### config.mk
export PLATFORM = sky130hd
export DESIGN_NAME = adc_bitslip_align_flat
export DESIGN_NICKNAME = d
export VERILOG_FILES = /design/src/rtl/adc_bitslip_align_if.sv /design/src/rtl/adc_bitslip_align.sv /design/src/flat_wrapper.sv
export SDC_FILE = /design/constraint.sdc
export NUM_CORES = 1
export LEC_CHECK = 0
export CAP_MARGIN = 20
export CORE_UTILIZATION = 38
export DETAILED_ROUTE_END_ITERATION = 16
export GPL_TIMING_DRIVEN = 1
export PLACE_DENSITY = 0.8
export SETUP_SLACK_MARGIN = 0.5
export SLEW_MARGIN = 40
export SYNTH_ARGS = -nofsm -noshare
export SYNTH_HDL_FRONTEND = slang
export SYNTH_SLANG_ARGS = --single-unit
export TNS_END_PERCENT = 10
### constraint.sdc
create_clock -name divclk -period 1.9 [get_ports divclk]
set_input_delay 0.19 -clock divclk [delete_from_list [all_inputs] [get_ports divclk]]
set_output_delay 0.19 -clock divclk [all_outputs]
set_load 0.005 [all_outputs]
### src/rtl/adc_bitslip_align_if.sv
// Signal bundle between the ADC deserializer/config logic and the bitslip alignment controller.
// The slave modport is the controller's view; master is the driving side.
interface adc_bitslip_align_if;
    logic        start;
    logic [7:0]  train_pattern;
    logic [63:0] data_deser;
    logic        bitslip;
    logic        busy;
    logic        locked;
    logic        fail;
    logic [3:0]  slip_count;

    modport master (
        output start, train_pattern, data_deser,
        input  bitslip, busy, locked, fail, slip_count
    );

    modport slave (
        input  start, train_pattern, data_deser,
        output bitslip, busy, locked, fail, slip_count
    );
endinterface

### src/rtl/adc_bitslip_align.sv
// Word-alignment training for an 8-lane x 8-bit ADC deserializer: slips one bit at a time
// until every lane shows the training pattern for MATCH_CYCLES consecutive cycles.
module adc_bitslip_align #(
    parameter int SETTLE_CYCLES = 16,
    parameter int MATCH_CYCLES  = 8,
    parameter int MAX_SLIPS     = 7
) (
    input logic                 divclk,
    input logic                 rst,
    adc_bitslip_align_if.slave  bus
);

    typedef enum logic [2:0] {
        IDLE,
        SETTLE,
        CHECK,
        SLIP,
        LOCKED,
        FAIL
    } state_e;

    localparam logic [7:0] SETTLE_LAST = 8'(SETTLE_CYCLES - 1);
    localparam logic [7:0] MATCH_LAST  = 8'(MATCH_CYCLES - 1);
    localparam logic [3:0] SLIP_LIMIT  = 4'(MAX_SLIPS);

    state_e      state_q, state_d;
    logic [7:0]  settleCnt_q, settleCnt_d;
    logic [7:0]  matchCnt_q, matchCnt_d;
    logic [3:0]  slipCnt_q, slipCnt_d;
    logic [7:0]  pattern_q, pattern_d;
    logic        bitslip_q, bitslip_d;
    logic        busy_q, busy_d;
    logic        locked_q, locked_d;
    logic        fail_q, fail_d;
    logic        allMatch;

    always_comb begin
        allMatch = 1'b1;
        for (int k = 0; k < 8; k++) begin
            if (bus.data_deser[8*k +: 8] != pattern_q) begin
                allMatch = 1'b0;
            end
        end
    end

    always_comb begin
        state_d     = state_q;
        settleCnt_d = settleCnt_q;
        matchCnt_d  = matchCnt_q;
        slipCnt_d   = slipCnt_q;
        pattern_d   = pattern_q;

        case (state_q)
            IDLE, LOCKED, FAIL: begin
                if (bus.start) begin
                    pattern_d   = bus.train_pattern;
                    settleCnt_d = '0;
                    matchCnt_d  = '0;
                    slipCnt_d   = '0;
                    state_d     = SETTLE;
                end
            end
            SETTLE: begin
                if (settleCnt_q == SETTLE_LAST) begin
                    settleCnt_d = '0;
                    state_d     = CHECK;
                end else begin
                    settleCnt_d = settleCnt_q + 8'd1;
                end
            end
            CHECK: begin
                if (allMatch) begin
                    matchCnt_d = matchCnt_q + 8'd1;
                    if (matchCnt_q == MATCH_LAST) begin
                        state_d = LOCKED;
                    end
                end else begin
                    matchCnt_d = '0;
                    state_d    = (slipCnt_q < SLIP_LIMIT) ? SLIP : FAIL;
                end
            end
            SLIP: begin
                slipCnt_d   = slipCnt_q + 4'd1;
                matchCnt_d  = '0;
                settleCnt_d = '0;
                state_d     = SETTLE;
            end
            default: begin
                state_d = IDLE;
            end
        endcase

        // Outputs are registered from the next state so they line up with the state register.
        bitslip_d = (state_d == SLIP);
        busy_d    = (state_d == SETTLE) || (state_d == CHECK) || (state_d == SLIP);
        locked_d  = (state_d == LOCKED);
        fail_d    = (state_d == FAIL);
    end

    always_ff @(posedge divclk) begin
        if (rst) begin
            state_q     <= IDLE;
            settleCnt_q <= '0;
            matchCnt_q  <= '0;
            slipCnt_q   <= '0;
            pattern_q   <= '0;
            bitslip_q   <= 1'b0;
            busy_q      <= 1'b0;
            locked_q    <= 1'b0;
            fail_q      <= 1'b0;
        end else begin
            state_q     <= state_d;
            settleCnt_q <= settleCnt_d;
            matchCnt_q  <= matchCnt_d;
            slipCnt_q   <= slipCnt_d;
            pattern_q   <= pattern_d;
            bitslip_q   <= bitslip_d;
            busy_q      <= busy_d;
            locked_q    <= locked_d;
            fail_q      <= fail_d;
        end
    end

    assign bus.bitslip    = bitslip_q;
    assign bus.busy       = busy_q;
    assign bus.locked     = locked_q;
    assign bus.fail       = fail_q;
    assign bus.slip_count = slipCnt_q;

endmodule

### src/flat_wrapper.sv
// flat-port wrapper written by rule: the top's interface ports become plain ports
module adc_bitslip_align_flat 
#(
    parameter int SETTLE_CYCLES = 16,
    parameter int MATCH_CYCLES  = 8,
    parameter int MAX_SLIPS     = 7
)
  (divclk, rst, bus_start, bus_train_pattern, bus_data_deser, bus_bitslip, bus_busy, bus_locked, bus_fail, bus_slip_count);
  adc_bitslip_align_if bus_i ();
  input logic divclk;
  input logic rst;
  input wire logic [$bits(bus_i.start)-1:0] bus_start;
  input wire logic [$bits(bus_i.train_pattern)-1:0] bus_train_pattern;
  input wire logic [$bits(bus_i.data_deser)-1:0] bus_data_deser;
  output wire logic [$bits(bus_i.bitslip)-1:0] bus_bitslip;
  output wire logic [$bits(bus_i.busy)-1:0] bus_busy;
  output wire logic [$bits(bus_i.locked)-1:0] bus_locked;
  output wire logic [$bits(bus_i.fail)-1:0] bus_fail;
  output wire logic [$bits(bus_i.slip_count)-1:0] bus_slip_count;
  assign bus_i.start = bus_start;
  assign bus_i.train_pattern = bus_train_pattern;
  assign bus_i.data_deser = bus_data_deser;
  assign bus_bitslip = bus_i.bitslip;
  assign bus_busy = bus_i.busy;
  assign bus_locked = bus_i.locked;
  assign bus_fail = bus_i.fail;
  assign bus_slip_count = bus_i.slip_count;
  adc_bitslip_align #(.SETTLE_CYCLES(SETTLE_CYCLES), .MATCH_CYCLES(MATCH_CYCLES), .MAX_SLIPS(MAX_SLIPS)) u_core (.divclk(divclk), .rst(rst), .bus(bus_i));
endmodule
# --- After elaboration in Yosys (flattened, before gate mapping) ---
# Index checks and enable logic that the tools add are counted.
word_totals:
  ff_bits: 35
  inputBits: 75
  wordCells: 66
classes:
  eq_ne: 21
  mux: 21
  add_sub_neg: 3
  n_reduce_logical: 11
  order_cmp: 1
op_table:
  columns: ["cell", "n"]
  rows:
  - ["inequality test 8 bit", 8]
  - ["one-hot mux 8 bit (3 select lines)", 2]
  - ["2-to-1 mux 8 bit", 3]
  - ["adder 8 x 1 -> 8 bit, second input constant", 2]
  - ["2-to-1 mux 3 bit", 5]
  - ["equality test 3 x 2 -> 1 bit, second input constant", 4]
  - ["equality test 3 bit, second input constant", 4]
  - ["one-hot mux 3 bit (4 select lines)", 1]
  - ["equality test 8 x 3 -> 1 bit, second input constant", 1]
  - ["equality test 8 x 4 -> 1 bit, second input constant", 1]
  - ["2-to-1 mux 1 bit", 8]
  - ["one-hot mux 4 bit (2 select lines)", 1]
  - ["AND reduction 2 bit", 4]
  - ["equality test 3 x 1 -> 1 bit, second input constant", 2]
  - ["nonzero test 3 bit", 2]
  - ["adder 4 x 1 -> 4 bit, second input constant", 1]
  - ["less-than comparator 4 x 3 -> 1 bit, second input constant", 1]
  - ["2-to-1 mux 4 bit", 1]
  - ["zero test 3 bit", 1]
  - ["OR reduction 3 bit", 1]
  - ["logical OR 1 bit", 2]
  - ["inequality test 2 bit, second input constant", 1]
  - ["nonzero test 2 bit", 1]

# --- Longest topological paths before layout ---
logic_depth:
  ltp_word: 14
  mapped_depth: 8
  ltp_nobuf: 7

# --- Worst setup path after synthesis ---
# No wires, ideal clock.
synth_path:
  kind: "flip-flop to flip-flop"
  startpoint: "register u_core.pattern_q[4]"
  endpoint: "register u_core.locked_q (netlist: u_core.bus.locked)"
  t_required_ps: 1814
  slack_ps: -183
  arrival_ps: 1997
  setup_time_ps: 86
  path_stages_with_launch: 9
  period_less_slack_ps: 2083
  path_cell_list: "dfxtp_1 > buf_6 > nor3_1 > o22ai_1 > or4_4 > nor4_4 > buf_6 > nand3_4 > a221oi_2"
synth_between:
  elab_chain_cells: 12
  elab_cells_between_ends: 19
synth_rtl:
  columns: ["item", "line_no", "text"]
  rows:
  - ["from (decl)", "adc_bitslip_align.sv:30", "logic [7:0] pattern_q, pattern_d;"]
  - ["from (signal assigned)", "adc_bitslip_align.sv:116", "pattern_q <= pattern_d;"]
  - ["inequality test 8 bit", "adc_bitslip_align.sv:40", "if (bus.data_deser[8*k +: 8] != pattern_q) begin"]
  - ["2-to-1 mux 1 bit (7 in a row)", "adc_bitslip_align.sv:40", null]
  - ["2-to-1 mux 1 bit (*)", "adc_bitslip_align.sv:40", null]
  - ["2-to-1 mux 3 bit (*)", "adc_bitslip_align.sv:72", "if (allMatch) begin"]
  - ["one-hot mux 3 bit (4 select lines) (*)", "adc_bitslip_align.sv:53", "case (state_q)"]
  - ["equality test 3 bit (*)", "adc_bitslip_align.sv:96", "locked_d = (state_d == LOCKED);"]
  - ["to (signal assigned)", "adc_bitslip_align.sv:119", "locked_q <= locked_d;"]
  - ["to (decl)", "adc_bitslip_align.sv:33", "logic locked_q, locked_d;"]
# Mark *: on every way between the ends. The rest lies on a longest branch, timed or not.
# A chain may end at the register's enable or synchronous reset.

# --- Final worst setup path ---
layout_path:
  startpoint: "input bus_data_deser[36]"
  endpoint: "register u_core.state_q[1]"
layout_between:
  elab_chain_cells: 7
layout_rtl:
  columns: ["item", "line_no", "text"]
  rows:
  - ["from (decl)", "flat_wrapper.sv:14", "input wire logic [$bits(bus_i.data_deser)-1:0] bus_data_deser;"]
  - ["inequality test 8 bit", "adc_bitslip_align.sv:40", null]
  - ["2-to-1 mux 1 bit (4 in a row)", "adc_bitslip_align.sv:40", null]
  - ["2-to-1 mux 3 bit", "adc_bitslip_align.sv:72", null]
  - ["one-hot mux 3 bit (4 select lines)", "adc_bitslip_align.sv:53", null]
  - ["to (signal assigned)", "adc_bitslip_align.sv:112", "state_q <= state_d;"]
  - ["to (decl)", "adc_bitslip_align.sv:26", "state_e state_q, state_d;"]
# Every way passes these cells.

==> reports/metrics.csv <==
metric,value,unit
grt total ovfl,0,
CTS Sinks,35,
hold path depth,1,
ys flop type,dfxtp_1,
initial antenna violation count,0,
CP max FO,5,
Final min period,2190,ps
Antenna Violating Nets Remaining,0,
Nets,437,
#FFs+latches synth,35,
post-synthesis cell area,0.00206,mm^2
Final setup viols,15,
Fmax,457,MHz
Synth area leader,dfxtp_1,
"Hold Violations, Final",0,
DRT Wirelength,6140,um
Synthesis Warnings,0,
switching share of power,0.247,
GRT Resource Usage Total,0.211,
Clock power frac,0.320,
Chip Width,75.7,um
"non-filler cells, final",430,
Final Skew,4.95,ps
unrepaired setup endpoints after global routing,yes,
global-route wire length before repair,9310,um
FF-to-FF Start,u_core.pattern_q[4],
clock transition at the registers of the reported paths,70,ps
CP max stage cell,or4_4,
Slew HR,0.687,
Initial Util,0.399,
num ports,83,
maximum VDD drop,0.445,mV
sequential power share,0.474,
H-tree depth,2,
routed len/inst,14.3,um
pin count of the biggest net entering global routing,20,
Worst Setup End Kind,register,
post-route cell area,0.00335,mm^2
Min-Delay Path Class,register to register,
leakage,1.28,nW
Syn Inst Count,252,
Worst setup SP type,input pin,
Final Max Slew Viols,0,
Die Y,75.7,um
gpl congestion,0.760,
Starting DRT DRC Count,65,
via count,2339,
most frequent cells after synthesis,"dfxtp_1, nor2_1, nand2_1",
critical path arrival,2360,ps
Clk Tree Root Cell,clkbuf_8,
placed instance count,416,
vias per cell,5.44,
P_int,1.21,mW
max_cap viols,0,
core box area,0.00517,mm^2
CTS Buf Count,5,
Port Buffer Count,82,
placed instance area,0.00309,mm^2
# hold bufs at CTS,0,
# diodes,0,
run status,"finished, violations left",
"Seq/Total Area, Yosys",0.340,
Critical R2R Capture,u_core.state_q[1],
Required @ worst endpoint,2070,ps
post-synth top area share,0.340,
worst skew pair latency,290,ps
fin crit share,1.15,
r2r worst-path depth,8,
Comb power frac,0.206,
sw power,0.398,mW
"top cells by area, synth","dfxtp_1, mux2i_1, nor2_1, and3_1, nand2_1",
WHS Endpoint,u_core.bus.slip_count[3],
worst stage delay on the critical path,550,ps
CTS Buffer Depth,2,
"setup slack, reg-to-reg",-290,ps
final worst slack,-290,ps
violated checks,negative setup slack,
cell with the most instances after synthesis,dfxtp_1,
Syn-to-layout area delta,62.5,%
vias in the first global route,2165,
Synth Area per Inst,8.18,um^2
Synth cell types,47,
Worst-Margin Slew,469,ps
CTS tree,yes,
WS Path Type,input pin to register,
DRC errors left,0,
Post-synth EDFFs,0,
pwr/cell area,481,mW/mm^2
proportion of layout cells with a drive suffix above 1,0.181,
hold_sp,u_core.bus.slip_count[3],
# rows,26,
dpl hpwl,4530,um
die area,0.00573,mm^2
syn nets,330,
Post-synth ARST share,0,
CP Cell Sequence,"clkdlybuf4s50_1, and3_1, o22ai_1, or4_4, nor4_4, buf_6, nor3_2, or3_1",
router iterations before antenna repair,4,
## placed cells by master, fill, tap and decap left out, drive strengths merged, types with 10 or more instances in the layout
cell type      netlist  routed
a21oi               12      12
buf                  3      25
clkdlybuf4s50        0      82
nor2                33      33
nand3               11      11
dfxtp               35      35
and3                12      12
nand4               10      10
mux2i               13      13
nor3                13      13
nand2               19      19
## cells by family (layout without fill, tap and decap cells)
group                      count (synthesis)  count (layout)  synth area share
DFF                                       35              35             0.340
muxes                                     13              13            0.0631
AOI/OAI and AO/OA                         47              47             0.155
xor gates and xnor gates                   7               7            0.0297
adders and majority gates                  3               3            0.0182
and+or+nand+nor                          136             136             0.367
buffers and inverters                     11             119            0.0273
## state kept, by name (all words and copies together) (netlist names)
name,count
u_core.bus.fail,1
u_core.settleCnt_q,8
u_core.bus.bitslip,1
u_core.bus.locked,1
u_core.bus.slip_count,4
u_core.pattern_q,8
u_core.state_q,3
u_core.bus.busy,1
u_core.matchCnt_q,8
## through the flow
step	setup slack, ps	TNS, ps	util	power, mW	hold slack [ps]
2_1_floorplan	-140	-768	-	0.879	337
3_3_place_gp	-663	-8660	0.597	1.09	472
3_5_place_dp	-750	-9540	0.597	1.09	495
4_1_cts	-276	-2790	0.634	1.63	490
5_1_grt	-413	-4650	0.648	1.70	495
6_report	-290	-3030	0.648	1.61	467
## worst max-delay path by stage
stage	startpoint	depth (start not counted)	end
finish	bus_data_deser[36]	8	u_core.state_q[1]
detailed placement	bus_data_deser[56]	8	u_core.matchCnt_q[2]
CTS	u_core.pattern_q[4]	9	u_core.bus.locked
floorplan	u_core.pattern_q[4]	8	u_core.bus.locked
global placement	bus_data_deser[56]	8	u_core.matchCnt_q[2]
global route	bus_data_deser[32]	9	u_core.bus.locked
## what timing repair did
| item | 4_1_cts | 5_1_grt |
|---|---|---|
| setup endpoints to repair | 37 | 38 |
| hold endpoints to repair | 0 | 0 |
| buffers inserted | 5 | 1 |
| gates resized for setup | 25 | 15 |
| pin swaps | 16 | 9 |
## metal layers
layer / global-route usage / routed length [um] / vias to the layer above
met3: 0.0622 / 633 / 8
met1: 0.222 / 2370 / 1074
met4: 0.0535 / 80 / 0
met5: 0 / 0 / -
li1: - / - / 1168
met2: 0.409 / 3060 / 89
## power groups by stage
stage / clock network (mW) / logic (mW) / registers [mW]
after floorplan: 0 / 0.101 / 0.779
after global placement: 0 / 0.303 / 0.783
after detailed placement: 0 / 0.310 / 0.784
after CTS: 0.536 / 0.323 / 0.766
after global routing: 0.571 / 0.363 / 0.765
final: 0.516 / 0.333 / 0.763
## final cells by class
type | count | area [um^2]
Timing Repair Buffer | 107 | 1030
Tap cell | 70 | 87.6
Clock inverter | 2 | 12.5
Sequential cell | 35 | 723
Fill cell | 413 | 1820
Clock buffer | 6 | 72.6
Multi-Input combinational cell | 206 | 1410
Inverter | 4 | 15.0
## critical path: cells and delay by family
| kind | cells | cell delay, ps |
|---|---|---|
| simple gates | 5 | 1400 |
| buf+inv | 2 | 700 |
| compound gates | 1 | 70 |
No activity file was read; power rests on OpenSTA's default activity.
